<file path="config.mk">
export PLATFORM = sky130hd
export DESIGN_NAME = fetch_queue_flat
export DESIGN_NICKNAME = d
export VERILOG_FILES = /design/src/rtl/cpu_pkg.sv /design/src/rtl/fetch_queue_if.sv /design/src/rtl/fetch_fifo.sv /design/src/rtl/fetch_queue.sv /design/src/flat_wrapper.sv
export SDC_FILE = /design/constraint.sdc
export NUM_CORES = 1
export LEC_CHECK = 0
export ABC_CLOCK_PERIOD_IN_PS = 6800
export BUFFER_PORTS_ARGS = -buffer_cell sky130_fd_sc_hd__buf_2
export CAP_MARGIN = 10
export CORE_MARGIN = 2
export CORE_UTILIZATION = 36
export DETAILED_ROUTE_END_ITERATION = 6
export GPL_TIMING_DRIVEN = 0
export REMOVE_ABC_BUFFERS = 1
export SETUP_SLACK_MARGIN = 0.15
export SKIP_CTS_REPAIR_TIMING = 1
export SLEW_MARGIN = 30
export SYNTH_ARGS = -nofsm -noshare
export SYNTH_HDL_FRONTEND = slang
export SYNTH_SLANG_ARGS = --single-unit
</file>
<file path="constraint.sdc">
create_clock -name clk -period 6.8 [get_ports clk]
set_clock_uncertainty 0.2 [all_clocks]
set_input_delay 0.34 -clock clk [delete_from_list [all_inputs] [get_ports clk]]
set_output_delay 0.34 -clock clk [all_outputs]
set_load 0.01 [all_outputs]
</file>
<file path="src/rtl/cpu_pkg.sv">
// Shared types for the instruction fetch path: FSM state encoding, default widths,
// and the instruction field layout used by decode.
package cpu_pkg;

  localparam int DEF_ADDR_W = 4;
  localparam int DEF_DATA_W = 16;

  typedef enum logic [1:0] {
    IDLE = 2'd0,
    REQ  = 2'd1,
    DROP = 2'd2
  } fetch_state_t;

  // Field layout of a 16-bit instruction word: rd [12:9], rs2 [8:5], rs1 [4:1], op [0].
  typedef struct packed {
    logic [2:0] rsvd;
    logic [3:0] rd;
    logic [3:0] rs2;
    logic [3:0] rs1;
    logic       op;
  } instr_fields_t;

  function automatic instr_fields_t split_instr(input logic [15:0] word);
    return instr_fields_t'(word);
  endfunction

endpackage

</file>
<file path="src/rtl/fetch_queue_if.sv">
// Fetch-path bundle: command-memory request/ack on one side, queue head to decode
// on the other. The fetch unit is the master.
interface fetch_queue_if
  import cpu_pkg::*;
#(
  parameter int ADDR_W = DEF_ADDR_W,
  parameter int DATA_W = DEF_DATA_W
);

  logic              en;
  logic              flush;
  logic [ADDR_W-1:0] flush_adr;
  logic              in_cmd_mem;
  logic [ADDR_W-1:0] adr_cmd;
  logic [DATA_W-1:0] cmd;
  logic              out_cmd_mem;
  logic              instr_valid;
  logic [DATA_W-1:0] instr;
  logic [ADDR_W-1:0] instr_pc;
  logic              instr_ready;

  modport master (
    input  en, flush, flush_adr, cmd, out_cmd_mem, instr_ready,
    output in_cmd_mem, adr_cmd, instr_valid, instr, instr_pc
  );

  modport slave (
    output en, flush, flush_adr, cmd, out_cmd_mem, instr_ready,
    input  in_cmd_mem, adr_cmd, instr_valid, instr, instr_pc
  );

endinterface

</file>
<file path="src/rtl/fetch_fifo.sv">
// Instruction queue storage with a registered head. The head register is loaded
// directly from push_data when the queue would otherwise be empty, so a push is
// visible at the head one cycle later.
module fetch_fifo #(
  parameter int DEPTH = 4,
  parameter int WIDTH = 20
) (
  input  logic                       clk,
  input  logic                       rst,
  input  logic                       clr,
  input  logic                       push,
  input  logic [WIDTH-1:0]           push_data,
  input  logic                       pop,
  output logic                       head_valid,
  output logic [WIDTH-1:0]           head_data,
  output logic [$clog2(DEPTH+1)-1:0] count,
  output logic                       full,
  output logic                       empty
);

  localparam int PTR_W = $clog2(DEPTH);
  localparam int CNT_W = $clog2(DEPTH + 1);
  localparam logic [CNT_W-1:0] FULL_CNT = CNT_W'(DEPTH);

  logic [WIDTH-1:0] mem [DEPTH];
  logic [PTR_W-1:0] head, tail, head_nxt;
  logic [CNT_W-1:0] cnt, cnt_after_pop, cnt_nxt;
  logic             do_push, do_pop;

  assign empty   = (cnt == '0);
  assign full    = (cnt == FULL_CNT);
  assign count   = cnt;
  assign do_pop  = pop && !empty;
  assign do_push = push && (!full || do_pop);

  assign head_nxt      = do_pop ? head + 1'b1 : head;
  assign cnt_after_pop = do_pop ? cnt - 1'b1 : cnt;
  assign cnt_nxt       = do_push ? cnt_after_pop + 1'b1 : cnt_after_pop;

  always_ff @(posedge clk) begin
    if (!rst && !clr && do_push) begin
      mem[tail] <= push_data;
    end
  end

  always_ff @(posedge clk) begin
    if (rst) begin
      head       <= '0;
      tail       <= '0;
      cnt        <= '0;
      head_valid <= 1'b0;
      head_data  <= '0;
    end else if (clr) begin
      head       <= '0;
      tail       <= '0;
      cnt        <= '0;
      head_valid <= 1'b0;
    end else begin
      head       <= head_nxt;
      cnt        <= cnt_nxt;
      head_valid <= (cnt_nxt != '0);
      if (do_push) begin
        tail <= tail + 1'b1;
      end
      // The entry just pushed becomes the head when nothing older survives this cycle.
      if (cnt_after_pop == '0) begin
        if (do_push) begin
          head_data <= push_data;
        end
      end else begin
        head_data <= mem[head_nxt];
      end
    end
  end

endmodule

</file>
<file path="src/rtl/fetch_queue.sv">
// Instruction fetch unit: issues one command-memory read at a time and queues the
// returned instructions with their fetch address for decode.
//
// state | meaning
// IDLE  | no request outstanding; may issue when enabled and a slot is free
// REQ   | request outstanding; its data will be queued on ack
// DROP  | request outstanding but flushed; its data is discarded on ack
module fetch_queue
  import cpu_pkg::*;
#(
  parameter int DEPTH  = 4,
  parameter int ADDR_W = DEF_ADDR_W,
  parameter int DATA_W = DEF_DATA_W
) (
  input logic          clk,
  input logic          rst,
  fetch_queue_if.master bus
);

  localparam int CNT_W = $clog2(DEPTH + 1);
  localparam logic [CNT_W-1:0] DEPTH_CNT = CNT_W'(DEPTH);

  fetch_state_t      state;
  logic [ADDR_W-1:0] pc;
  logic [ADDR_W-1:0] adr_q;
  logic              req_q;

  logic                     push, pop;
  logic                     head_valid;
  logic [DATA_W+ADDR_W-1:0] head_data;
  logic [CNT_W-1:0]         fifo_count;
  logic                     fifo_empty;
  logic                     unused_fifo_full;

  // Only REQ can push, and a flush in the same cycle discards the returning data.
  assign push = (state == REQ) && bus.out_cmd_mem && !bus.flush;
  assign pop  = !fifo_empty && bus.instr_ready && !bus.flush;

  always_ff @(posedge clk) begin
    if (rst) begin
      state <= IDLE;
      pc    <= '0;
      adr_q <= '0;
      req_q <= 1'b0;
    end else begin
      case (state)
        IDLE: begin
          if (bus.flush) begin
            pc <= bus.flush_adr;
          end else if (bus.en && (fifo_count < DEPTH_CNT)) begin
            req_q <= 1'b1;
            adr_q <= pc;
            state <= REQ;
          end
        end
        REQ: begin
          if (bus.out_cmd_mem) begin
            req_q <= 1'b0;
            state <= IDLE;
            pc    <= bus.flush ? bus.flush_adr : adr_q + 1'b1;
          end else if (bus.flush) begin
            pc    <= bus.flush_adr;
            state <= DROP;
          end
        end
        DROP: begin
          if (bus.flush) begin
            pc <= bus.flush_adr;
          end
          if (bus.out_cmd_mem) begin
            req_q <= 1'b0;
            state <= IDLE;
          end
        end
        default: begin
          req_q <= 1'b0;
          state <= IDLE;
        end
      endcase
    end
  end

  fetch_fifo #(
    .DEPTH (DEPTH),
    .WIDTH (DATA_W + ADDR_W)
  ) u_fifo (
    .clk        (clk),
    .rst        (rst),
    .clr        (bus.flush),
    .push       (push),
    .push_data  ({bus.cmd, adr_q}),
    .pop        (pop),
    .head_valid (head_valid),
    .head_data  (head_data),
    .count      (fifo_count),
    .full       (unused_fifo_full),
    .empty      (fifo_empty)
  );

  assign bus.in_cmd_mem  = req_q;
  assign bus.adr_cmd     = adr_q;
  assign bus.instr_valid = head_valid;
  assign {bus.instr, bus.instr_pc} = head_data;

endmodule

</file>
<file path="src/flat_wrapper.sv">
// flat-port wrapper written by rule: the top's interface ports become plain ports
module fetch_queue_flat import cpu_pkg::*;
#(
  parameter int DEPTH  = 4,
  parameter int ADDR_W = DEF_ADDR_W,
  parameter int DATA_W = DEF_DATA_W
)
  (clk, rst, bus_en, bus_flush, bus_flush_adr, bus_cmd, bus_out_cmd_mem, bus_instr_ready, bus_in_cmd_mem, bus_adr_cmd, bus_instr_valid, bus_instr, bus_instr_pc);
  fetch_queue_if #(.ADDR_W(ADDR_W), .DATA_W(DATA_W)) bus_i ();
  input logic clk;
  input logic rst;
  input wire logic [$bits(bus_i.en)-1:0] bus_en;
  input wire logic [$bits(bus_i.flush)-1:0] bus_flush;
  input wire logic [$bits(bus_i.flush_adr)-1:0] bus_flush_adr;
  input wire logic [$bits(bus_i.cmd)-1:0] bus_cmd;
  input wire logic [$bits(bus_i.out_cmd_mem)-1:0] bus_out_cmd_mem;
  input wire logic [$bits(bus_i.instr_ready)-1:0] bus_instr_ready;
  output wire logic [$bits(bus_i.in_cmd_mem)-1:0] bus_in_cmd_mem;
  output wire logic [$bits(bus_i.adr_cmd)-1:0] bus_adr_cmd;
  output wire logic [$bits(bus_i.instr_valid)-1:0] bus_instr_valid;
  output wire logic [$bits(bus_i.instr)-1:0] bus_instr;
  output wire logic [$bits(bus_i.instr_pc)-1:0] bus_instr_pc;
  assign bus_i.en = bus_en;
  assign bus_i.flush = bus_flush;
  assign bus_i.flush_adr = bus_flush_adr;
  assign bus_i.cmd = bus_cmd;
  assign bus_i.out_cmd_mem = bus_out_cmd_mem;
  assign bus_i.instr_ready = bus_instr_ready;
  assign bus_in_cmd_mem = bus_i.in_cmd_mem;
  assign bus_adr_cmd = bus_i.adr_cmd;
  assign bus_instr_valid = bus_i.instr_valid;
  assign bus_instr = bus_i.instr;
  assign bus_instr_pc = bus_i.instr_pc;
  fetch_queue #(.DEPTH(DEPTH), .ADDR_W(ADDR_W), .DATA_W(DATA_W)) u_core (.clk(clk), .rst(rst), .bus(bus_i));
endmodule
</file>
* Word level (Yosys, flattened, before mapping) *
Memories as Yosys holds them, arrays and structs flattened.
Cells that the tools add are included.

cells by class
  add/subtract/negate cells = 5
  magnitude comparators = 1
  equality and inequality tests = 9
  muxes and demuxes = 21
  bitwise logic cells = 1
  reductions and logical operators = 26

operators by type and width
  kind                   count
  $mux W20               2
  $mux W2                6
  $mux W4                3
  $logic_and A1 B1 Y1    9
  $pmux W4 S2            1
  $logic_not A3 Y1       2
  $mux W3                2
  $ne A2 B2 Y1 const B   3
  $pmux W2 S3            1
  $reduce_and A3 Y1      2
  $reduce_or A2 Y1       3
  $mux W1                5
  $add A2 B1 Y2 const B  2
  $add A4 B1 Y4 const B  1
  $logic_not A1 Y1       4
  $ne A2 B1 Y1 const B   2
  $reduce_and A4 Y1      1
  $add A3 B1 Y3 const B  1
  $eq A3 B3 Y1 const B   1
  $lt A3 B3 Y1 const B   1
  $ne A3 B3 Y1 const B   1
  $reduce_bool A3 Y1     1
  $sub A3 B1 Y3 const B  1
  $eq A2 B1 Y1 const B   1
  7 further kinds        7

word-level totals
  register bits = 39
  RAM bits = 80
  bits of input ports = 26
  output and inout port bits = 26
  logic and storage cells = 73
  memories = 1

memory list
  name               depth  width  rd ports  clocked after Yosys merged registers in  write ports  RTL line          source
  u_core.u_fifo.mem  4      20     1         0                                        1            fetch_fifo.sv:25  logic [WIDTH-1:0] mem [DEPTH];

* Logic depth before layout (Yosys ltp) *
  depth in word-level cells = 10
  gate-level depth with buffers = 9
  depth with buffers taken out = 7

* Modules after synthesis *
From an unflattened synthesis, not the netlist that was laid out.

second synthesis, totals
  cells, all modules = 408
  area total of the unflattened synthesis = 5714.2 um^2

modules (own cells, without submodules)
  module       times used  cells an instance  area each (um^2)  seq. area each (um^2)
  fetch_fifo   1           342                5086.1            2962.8
  fetch_queue  1           66                 628.1             220.2

* Worst setup path before layout *
OpenSTA, ideal clock, no wires.

  path type = reg2reg
  start point = reg u_core.u_fifo.cnt[0] (netlist: u_core.u_fifo.count[0])
  end point = mem u_core.u_fifo.mem[0][0] (enable)
  data arrival time = 2637 ps
  slack = 3537 ps
  cell stages (with the launch flop) = 7
  path buffers = 1
  cells stage by stage = dfxtp_1 -> inv_1 -> ha_1 -> nand2_1 -> o211ai_1 -> clkbuf_1 -> nor3b_1

between the ends
  cells in the longest elaborated chain, start to end = 10
  elaborated cells on any way between the ends = 12

RTL lines
  element                            RTL line                             source
  from (decl)                        fetch_fifo.sv:27                     logic [CNT_W-1:0] cnt, cnt_after_pop, cnt_nxt;
  from (signal assigned)             fetch_fifo.sv:60                     cnt <= cnt_nxt;
  $logic_not A3 Y1                   fetch_fifo.sv:30                     assign empty = (cnt == '0);
  $logic_not A1 Y1                   fetch_fifo.sv:33, fetch_queue.sv:37
  $logic_and A1 B1 Y1 (2 in series)  fetch_queue.sv:37                    assign pop = !fifo_empty && bus.instr_ready && !bus.flush;
  $logic_and A1 B1 Y1                fetch_fifo.sv:33                     assign do_pop = pop && !empty;
  $logic_or A1 B1 Y1 *               fetch_fifo.sv:34                     assign do_push = push && (!full || do_pop);
  $logic_and A1 B1 Y1 *              fetch_fifo.sv:34
  $logic_and A1 B1 Y1 *              fetch_fifo.sv:41                     if (!rst && !clr && do_push) begin
  $mux W1 *                          fetch_fifo.sv:41
  $mux W1 (not written as such) *    fetch_fifo.sv:42                     mem[tail] <= push_data;
  to (decl)                          fetch_fifo.sv:25

Mark *: on every way between the ends. The rest lies on a longest branch, timed or not.

* Worst setup path in the final report *
  start point = reg u_core.u_fifo.cnt[0] (netlist: u_core.u_fifo.count[0])
  end point = reg u_core.u_fifo.head_data[0]

between the ends
  cells in the longest elaborated chain, start to end = 9
  elaborated cells on any way between the ends = 17

RTL lines
  element                                                                RTL line          source
  parallel branches: the longest is 9 deep, another holds $sub A3 B1 Y3  --
  to (signal assigned)                                                   fetch_fifo.sv:68  head_data <= push_data;
  to (signal assigned)                                                   fetch_fifo.sv:71  head_data <= mem[head_nxt];
  to (decl)                                                              fetch_fifo.sv:15  output logic [WIDTH-1:0] head_data,

Parallel ways; which one is timed is not known.
A chain may end at the register's enable or synchronous reset.

==> summary.txt <==
Worst setup path
  – CP max stage delay: 700 ps
  – Bufs and invs on worst path: 1
  – Critical path peak fanout: 22
  – CP max-delay cell: o211a_2
  – FF-to-FF setup slack: 3340 ps
  – FF-to-FF Start: u_core.u_fifo.count[0]$_SDFF_PP0_
  – Required @ worst endpoint: 6870 ps
  – R2R depth: 7
  – Worst-path cell chain: inv_1 > ha_1 > or3_1 > a211oi_2 > o211a_2 > a21o_2 > a211oi_1
  – Crit path to: u_core.u_fifo.head_data[0]$_SDFFE_PP0P_
  – Top Family by Delay on Critical Path: compound AO/OA/AOI/OAI gates
  – CP Launch Point: u_core.u_fifo.count[0]$_SDFF_PP0_
  – Worst R2R End: u_core.u_fifo.head_data[0]$_SDFFE_PP0P_
  – Crit path depth: 7
  – Critical Path End Type: flop
  – Path type of the worst setup path: flop to flop
  – CP arrival: 3530 ps
  – Startpoint Class: flop

Clock tree
  – Clock-pin slew on the worst setup and hold paths: 60 ps
  – CTS root buffer: clkbuf_16
  – Clock Path Buffers: 2
  – CTS H-tree depth: 4
  – Inserted Clock Buffers: 17
  – Sinks on Clock Net: 119
  – CTS tree: done
  – Clk_lat worst skew: 410 ps

GRT
  – Grt ovf: 0
  – Initial antenna violation count: 0
  – First-pass GRT wire length: 27100 µm
  – Largest net degree at the start of global routing: 67
  – Gr usage total: 19.7%
  – Vias in the first global route: 5186

Detailed routing
  – Drt first-iter violations: 455
  – Via count: 5174
  – Drt wl/cell: 20.1 µm
  – Final WL: 17600 µm
  – Drt drc: 0
  – Post-route ant nets: 0
  – Via density: 5.90
  – Drt pass-1 iters: 5

Power and ir drop
  – Clock power frac: 53.4%
  – P_int: 0.00151 W
  – Combinational share of power: 5.1%
  – P per Cell Area: 252 mW/mm²
  – Sw frac: 20.2%
  – P_leak: 2.49 nW
  – Sequential power share: 41.5%
  – Net Switching: 0.000383 W
  – Maximum VDD drop: 0.166 mV

Worst hold path
  – Min-delay worst type: primary input to flop

Logic synthesis
  – #FFs+latches synth: 119
  – Top cells by count, synth: 80 x edfxtp_1, 62 x nor2_1, 46 x a21oi_1, 45 x clkbuf_1, 43 x nor2b_1
  – Yosys top cell by area: edfxtp_1
  – Post-Syn Instances: 597
  – Synth Area per Inst: 10.2 µm²
  – Post-synth EDFFs: 80
  – YS warnings: 0
  – Count leader, synth: edfxtp_1
  – Sequential fraction of the synthesis area: 52.1%
  – Ys async rst share: 0%
  – Cell area after synthesis: 0.00611 mm²
  – Share of the synthesized area in the top cell type: 39.3%
  – Predominant post-synthesis flop cell: edfxtp_1
  – Synth unique cells: 40
  – Largest cells by area after synthesis: edfxtp_1 39%, dfxtp_1 13%, nor2b_1 4.4%, nor4_1 4.1%, nor2_1 3.8%

Cells and area
  – Layout Utilization: 45.5%
  – Antenna Diode Count: 0
  – Layout cell share with drive strength beyond 1: 19.0%
  – Layout area overhead: 23.4%
  – Area occupied by multi-input gates: 0.00259 mm²
  – Fill cell count: 1540
  – FF/Latch Area: 0.00319 mm²
  – Final nets: 681

Timing
  – Total negative setup slack: 0 ps
  – Final Cycle Share: 50.9%
  – Hold_ws: 74.1 ps
  – Slew Viols, Final: 0
  – Fin crit period: 3460 ps
  – Slew margin rel.: 29.9%
  – Finish-stage setup viols: 0
  – Worst-margin pin slew: 1050 ps
  – RSZ-0062 raised after global routing: false
  – F_max: 289 MHz
  – Final Hold Viols: 0

Floorplan
  – Die area: 0.0180 mm²
  – Chip height: 134 µm
  – Die X: 134 µm
  – Row Count: 47
  – Core area: 0.0166 mm²
  – Initial Util: 36.8%
  – Io pins: 52

Run status
  – Outcome: finished clean

Job
  – Max-cap check violation count: 0

Place
  – # port buffers: 51
  – Final weighted congestion in routability-driven placement: 0.794
  – Dpl hpwl: 10700 µm
cells by family (layout without fill, tap and decap cells):
logic type      Yosys count  in the layout  share of synthesized area (%)
compound gates          183            183                           21.6
xor+xnor                  6              6                          0.860
fa+ha+maj                11             11                           2.25
buf+inv                  92            152                           6.39
flops                   119            119                           52.1
mux                       9              9                           1.48
simple gates            177            177                           15.3
power groups by stage:
stage,Combinational (W),Clock (W),Sequential (W)
3_3_place_gp,0.0000809,0,0.000802
5_1_grt,0.000106,0.00106,0.000788
3_5_place_dp,0.0000895,0,0.000802
2_1_floorplan,0.0000403,0,0.000804
6_report,0.0000974,0.00101,0.000787
4_1_cts,0.0000897,0.00103,0.000787
routing by layer:
layer / wire [µm] / track usage, %
met1: 7390 / 23.3
met2: 8580 / 33.1
met3: 1240 / 5.18
met4: 433 / 9.59
met5: 0 / 0
layout make-up:
type / count / area share [%]
multi-input combinational: 386 / 34.4
tap: 220 / 3.65
inverter: 30 / 1.49
clock inverter: 7 / 1.61
clock buffer: 25 / 7.59
timing repair buffer: 90 / 8.96
sequential: 119 / 42.3
layout by cell type, fill, tap and decap left out, types with 8 or more instances in the layout:
| master | instances |
|---|---|
| a21oi_1 | 46 |
| dfxtp_1 | 38 |
| ha_1 | 11 |
| a221oi_1 | 21 |
| nor2b_1 | 41 |
| mux2i_1 | 9 |
| nor2_1 | 61 |
| inv_1 | 30 |
| edfxtp_1 | 80 |
| dlygate4sd3_1 | 16 |
| a2111oi_0 | 20 |
| a311oi_1 | 20 |
| a211oi_1 | 20 |
| nor4_1 | 40 |
| o21ai_0 | 24 |
| buf_4 | 12 |
| clkbuf_16 | 22 |
| nand2_1 | 8 |
| o41ai_1 | 20 |
| buf_2 | 54 |
how the worst min path moves through the flow:
stage,startpoint,endpoint,slack [ps],depth (start not counted)
after floorplan,rst,u_core.bus.adr_cmd[0]$_SDFFE_PP0P_,210,1
after global placement,u_core.u_fifo.head_data[13]$_SDFFE_PP0P_,u_core.u_fifo.head_data[13]$_SDFFE_PP0P_,250,2
after detailed placement,u_core.u_fifo.head_data[10]$_SDFFE_PP0P_,u_core.u_fifo.head_data[10]$_SDFFE_PP0P_,240,2
after CTS,bus_cmd[6],u_core.u_fifo.mem[2][10]$_DFFE_PP_,-60,1
after global routing,bus_flush_adr[1],u_core.pc[1]$_SDFFE_PP0P_,100,3
final,bus_flush_adr[1],u_core.pc[1]$_SDFFE_PP0P_,70,3
sequential cells by signal, summed over array words and instances (netlist names):
register and cells:
u_core.state 2, u_core.u_fifo.head_data 20, u_core.bus.in_cmd_mem 1, u_core.u_fifo.head_valid 1, u_core.bus.adr_cmd 4, u_core.u_fifo.head 2, u_core.u_fifo.mem 80, u_core.u_fifo.count 3
u_core.pc 4, u_core.u_fifo.tail 2
metrics by stage:
step                      worst slack (ps)  std cells  power (W)  instance area [µm²]
after detailed placement              2960        829   0.000891                 6690
after global routing                  3180        877    0.00196                 7540
after floorplan                       2400        535   0.000844                 5830
final                                 3340        877    0.00190                 7540
after CTS                             3370        861    0.00190                 7380
after global placement                 393        806   0.000883                 6360
worst min-delay path, cell delays in order:
cell      delay [ps]
buf_2             90
mux2i_1          120
a211oi_1          80
Power figures use the tool's default switching activity.
